### config.mk
export PLATFORM = sky130hd
export DESIGN_NAME = action_encoder
export DESIGN_NICKNAME = d
export VERILOG_FILES = /design/src/rtl/action_encoder.sv
export SDC_FILE = /design/constraint.sdc
export NUM_CORES = 1
export LEC_CHECK = 0
export BUFFER_PORTS_ARGS = -buffer_cell sky130_fd_sc_hd__buf_4
export CELL_PAD_IN_SITES_DETAIL_PLACEMENT = 1
export CELL_PAD_IN_SITES_GLOBAL_PLACEMENT = 2
export CORE_UTILIZATION = 42
export DETAILED_ROUTE_END_ITERATION = 16
export PLACE_DENSITY_LB_ADDON = 0.1
export SLEW_MARGIN = 20
export SYNTH_ARGS = -nofsm -noshare
export SYNTH_HDL_FRONTEND = slang
export SYNTH_SLANG_ARGS = --single-unit
### constraint.sdc
create_clock -name clock -period 2.85 [get_ports clock]
set_input_delay 0.1425 -clock clock [delete_from_list [all_inputs] [get_ports clock]]
set_output_delay 0.1425 -clock clock [all_outputs]
set_load 0.05 [all_outputs]
### src/rtl/action_encoder.sv
// Debounces both players' push-buttons and captures one action per player per game tick.
// Define ACTION_ENCODER_AUTO_REPEAT_EN to re-issue held buttons at loads when nothing new was latched.
module action_encoder #(
    parameter int TICK_CYCLES     = 50_000_000,
    parameter int DEBOUNCE_CYCLES = 500_000
) (
    input  logic       clock,
    input  logic       reset,
    input  logic [4:0] btn1,
    input  logic [4:0] btn2,
    output logic [5:0] player1,
    output logic [5:0] player2,
    output logic       game_tick
);

    localparam int TW = (TICK_CYCLES > 1) ? $clog2(TICK_CYCLES) : 1;
    localparam int DW = (DEBOUNCE_CYCLES > 1) ? $clog2(DEBOUNCE_CYCLES) : 1;
    localparam logic [TW-1:0] TICK_LAST = TW'(TICK_CYCLES - 1);
    localparam logic [DW-1:0] DB_LAST   = DW'(DEBOUNCE_CYCLES - 1);

    localparam logic [5:0] ACT_WAIT  = 6'b100000;
    localparam logic [5:0] ACT_LEFT  = 6'b010000;
    localparam logic [5:0] ACT_RIGHT = 6'b001000;
    localparam logic [5:0] ACT_JUMP  = 6'b000100;
    localparam logic [5:0] ACT_PUNCH = 6'b000010;
    localparam logic [5:0] ACT_KICK  = 6'b000001;

    typedef enum logic {
        EMPTY   = 1'b0,
        LATCHED = 1'b1
    } capState_t;

    // Highest-priority action among a player's buttons; Wait when none are set.
    function automatic logic [5:0] encodeAction(input logic [4:0] b);
        if (b[1])      return ACT_PUNCH;
        else if (b[0]) return ACT_KICK;
        else if (b[2]) return ACT_JUMP;
        else if (b[4]) return ACT_LEFT;
        else if (b[3]) return ACT_RIGHT;
        else           return ACT_WAIT;
    endfunction

    logic [9:0]    w_raw;
    logic [9:0]    r_sync1;
    logic [9:0]    r_sync2;
    logic [9:0]    r_stable;
    logic [DW-1:0] r_dbCnt [10];
    logic [9:0]    w_press;

    logic [TW-1:0] r_tickCnt;
    logic          w_load;
    logic          r_loadSeen;
    logic          r_gameTick;

    capState_t     r_state      [2];
    capState_t     w_stateNext  [2];
    logic [5:0]    r_action     [2];
    logic [5:0]    w_actionNext [2];
    logic [5:0]    r_out        [2];
    logic [5:0]    w_outNext    [2];
    logic [5:0]    w_pressAct   [2];
    logic [5:0]    w_idle       [2];
    logic [1:0]    w_anyPress;

    assign w_raw = {btn2, btn1};

    // Two-flop synchronizer per raw button.
    always_ff @(posedge clock) begin
        if (reset) begin
            r_sync1 <= '0;
            r_sync2 <= '0;
        end else begin
            r_sync1 <= w_raw;
            r_sync2 <= r_sync1;
        end
    end

    // Stable value flips only after DEBOUNCE_CYCLES consecutive disagreeing samples.
    always_ff @(posedge clock) begin
        if (reset) begin
            r_stable <= '0;
            for (int i = 0; i < 10; i++) r_dbCnt[i] <= '0;
        end else begin
            for (int i = 0; i < 10; i++) begin
                if (r_sync2[i] == r_stable[i]) begin
                    r_dbCnt[i] <= '0;
                end else if (r_dbCnt[i] == DB_LAST) begin
                    r_dbCnt[i]  <= '0;
                    r_stable[i] <= r_sync2[i];
                end else begin
                    r_dbCnt[i] <= r_dbCnt[i] + DW'(1);
                end
            end
        end
    end

    // A press is the edge on which a stable value flips from 0 to 1.
    always_comb begin
        w_press = '0;
        for (int i = 0; i < 10; i++) begin
            w_press[i] = r_sync2[i] && !r_stable[i] && (r_dbCnt[i] == DB_LAST);
        end
    end

    assign w_load = (r_tickCnt == TICK_LAST);

    // game_tick trails the load by one edge so actions settle before the core steps.
    always_ff @(posedge clock) begin
        if (reset) begin
            r_tickCnt  <= '0;
            r_loadSeen <= 1'b0;
            r_gameTick <= 1'b0;
        end else begin
            r_tickCnt  <= w_load ? '0 : r_tickCnt + TW'(1);
            r_loadSeen <= w_load;
            r_gameTick <= r_loadSeen;
        end
    end

    always_ff @(posedge clock) begin
        if (reset) begin
            for (int p = 0; p < 2; p++) begin
                r_state[p]  <= EMPTY;
                r_action[p] <= ACT_WAIT;
                r_out[p]    <= ACT_WAIT;
            end
        end else begin
            for (int p = 0; p < 2; p++) begin
                r_state[p]  <= w_stateNext[p];
                r_action[p] <= w_actionNext[p];
                r_out[p]    <= w_outNext[p];
            end
        end
    end

    // A press landing on the load edge opens the next window rather than joining the current one.
    always_comb begin
        w_anyPress = '0;
        for (int p = 0; p < 2; p++) begin
            w_pressAct[p]   = encodeAction(w_press[p*5 +: 5]);
            w_anyPress[p]   = |w_press[p*5 +: 5];
`ifdef ACTION_ENCODER_AUTO_REPEAT_EN
            w_idle[p]       = encodeAction(r_stable[p*5 +: 5]);
`else
            w_idle[p]       = ACT_WAIT;
`endif
            w_stateNext[p]  = r_state[p];
            w_actionNext[p] = r_action[p];
            w_outNext[p]    = r_out[p];
            if (w_load) begin
                w_outNext[p]    = (r_state[p] == LATCHED) ? r_action[p] : w_idle[p];
                w_stateNext[p]  = w_anyPress[p] ? LATCHED : EMPTY;
                w_actionNext[p] = w_pressAct[p];
            end else if ((r_state[p] == EMPTY) && w_anyPress[p]) begin
                w_stateNext[p]  = LATCHED;
                w_actionNext[p] = w_pressAct[p];
            end
        end
    end

    assign player1   = r_out[0];
    assign player2   = r_out[1];
    assign game_tick = r_gameTick;

endmodule

==> impl_metrics.ini <==
[clocking]
cts_tree = yes
clkTransAtPathRegs_ps = 60
cts_setup_buffers = 0
cts.sinks = 274
cts_root_buffer = clkbuf_16
clock_latency_ps = 510
cts-htree-levels = 2
clock_path_buffers = 3
cts_buffers = 34

[pwr]
max-vdd-ir-drop_mv = 0.416
power_leakage_nw = 5.78
p_per_area_nw_per_um2 = 567
p_total_mw = 9.20

[die]
dieHeight_um = 182
start_util_pct = 42.8
io_pins = 25
die_area_um2 = 33000
row_count = 65
design.core.area_um2 = 31700
die_w_um = 182

[synthesis]
ys_ff_latch = 274
ys_warn_count = 0
synthCells = 1340
yosysSeqAreaShare_pct = 54.4
async_flop_share_pct = 0
ys.flop_type = edfxtp_1
syn_area_um2 = 13600
synth_edf_count = 190
synth_cell_types = 54
syn_area_per_cell_um2 = 10.1

[layout]
layout_common_cells = 274 x nor2_1, 190 x edfxtp_1, 190 x conb_1, 106 x nand2_1, 99 x xor2_1
multi_input_area_um2 = 6640
area_growth_pct = 19.5
n_antenna_cell = 0
utilization_pct = 51.1
layout-drive-gt1-share_pct = 6.59
n_fill_cell = 3590
nets = 1617
final_common_cell = nor2_1
seqCellArea_um2 = 7390

[global_route]
grt_pass1_vias = 10300
grt_pass1_wl_um = 49300
antenna_found_initial = 0
grt_overflow = 0
grt_max_degree = 34
grt_usage_pct = 18.1

[worst_setup_path]
cp-start-kind = flip-flop
critical_path_required_ps = 3240
cp_common_cell = a31o_1
cp.arrival_ps = 2840
crit_chain = nor4b_2, nand4_1, or4_4, and2_4, a31o_1, a31o_1
path_class = flip-flop to flip-flop
rr_worst_depth = 6
cpMaxStageDelayCell = or4_4
max_stage_delay_ps = 740
worstPathMaxFanout = 22
critPathCaptureType = flip-flop

[routing]
drc = 0
drtIter0Drc = 361
dr.pass1.iters = 6
vias = 9981
post_drt_wl_per_cell_um = 14.4
via_per_inst = 4.96
postRouteAntennaNets = 0
drt-total-wl_um = 28900

[place]
place_congestion = 0.764
port_buffers = 24
post-dp-hpwl_um = 20400

[sta]
maxSlewViolCount = 0
setup_tns_ps = 0
fin_skew_ps = 23.6
worst_pin_slew_ps = 704
slew_headroom_pct = 52.7
setup_viol_count_final = 0
rsz0062_at_grt = false
fin_crit_sh_pct = 85.9
period_minus_slack_ps = 2450
hold_viol = 0
max_freq_mhz = 408

[worst_hold_path]
min_path_cells = 2
min_path_type = primary input to flip-flop

[status]
status = completed

[flow_run]
maxCapViolCount = 0
state kept, by name (all words and copies together), names as in the netlist:
| signal | cells |
|---|---|
| game_tick | 1 |
| r_action | 12 |
| r_dbCnt | 190 |
| r_loadSeen | 1 |
| r_out | 12 |
| r_stable | 10 |
| r_state | 2 |
| r_sync1 | 10 |
| r_sync2 | 10 |
| r_tickCnt | 26 |
metal layers:
| layer | GRT usage (%) | vias to the layer above | part of all wire [%] |
|---|---|---|---|
| li1 | - | 5009 | - |
| met1 | 22.4 | 4855 | 46 |
| met2 | 32.4 | 80 | 50 |
| met3 | 3.09 | 37 | 2.7 |
| met4 | 4.61 | 0 | 1.6 |
| met5 | 0 | - | 0 |
final cells by class:
type | count | area share (%)
clock buffer | 47 | 6.32
clock inverter | 14 | 0.733
inverter | 36 | 0.833
multi-input combinational | 1186 | 40.9
sequential | 274 | 45.5
tap | 402 | 3.10
timing repair buffer | 52 | 2.56
critical path: cells and delay by family (launching register included):
family | cells | cell delay, ps
simple gates | 4 | 1430
flops | 1 | 430
compound gates | 2 | 480
cells by family (layout without fill, tap and decap cells):
group	Yosys count	count (layout)	synth area share, %
muxes	9	9	0.664
DFF	274	274	54.4
other	1	190	0.0276
buffers and inverters	69	149	2.00
adders and majority gates	21	21	1.94
and+or+nand+nor	716	716	26.3
AOI/OAI and AO/OA	66	66	2.83
xor gates and xnor gates	184	184	11.9
cells in the mapped netlist (8+ instances only):
master | count | area [µm²]
a21oi_1 | 29 | 145
and3_1 | 42 | 263
and4_1 | 13 | 114
clkbuf_1 | 22 | 82.6
dfxtp_1 | 84 | 1680
edfxtp_1 | 190 | 5710
ha_1 | 21 | 263
inv_1 | 36 | 135
mux2i_1 | 9 | 90.1
nand2_1 | 106 | 398
nand3_1 | 91 | 455
nand4_1 | 41 | 257
nor2_1 | 274 | 1030
nor2b_1 | 26 | 163
nor3_1 | 32 | 160
nor4_1 | 8 | 50.1
nor4b_1 | 16 | 140
nor4bb_1 | 8 | 80.1
o21ai_0 | 20 | 100
or3_1 | 19 | 119
xnor2_1 | 85 | 744
xor2_1 | 99 | 867
metrics by stage:
stage          hold slack, ps  std cells  setup WS (ps)  cell area [µm²]
2_1_floorplan             271       1529            596            14300
3_3_place_gp              359       1940            454            15000
3_5_place_dp              368       1940            401            15000
4_1_cts                  30.8       2011            394            16200
5_1_grt                  60.8       2011            266            16200
6_report                 52.9       2011            402            16200
power breakdown:
| part | total (mW) | leakage (nW) | internal, mW | switching [mW] |
|---|---|---|---|---|
| Sequential | 4.53 | 2.64 | 4.39 | 0.141 |
| Combinational | 0.313 | 2.58 | 0.134 | 0.179 |
| Clock | 4.36 | 0.559 | 2.69 | 1.66 |
| Total | 9.20 | 5.78 | 7.21 | 1.98 |
timing repair:
| action | CTS | global route |
|---|---|---|
| hold buffers | 10 | 0 |
| resized for setup | 0 | 0 |
| hold endpoints to repair | 10 | 0 |
final timing paths:
check	startpoint	end	slack [ps]
worst max-delay path	r_tickCnt[6]	r_action[0][8]	400
worst min-delay path	reset	r_tickCnt[2]	50
worst max register to register	r_tickCnt[6]	r_action[0][8]	400
worst min register to register	r_sync1[1]	r_sync2[1]	440
(Power assumes the default switching activity.)
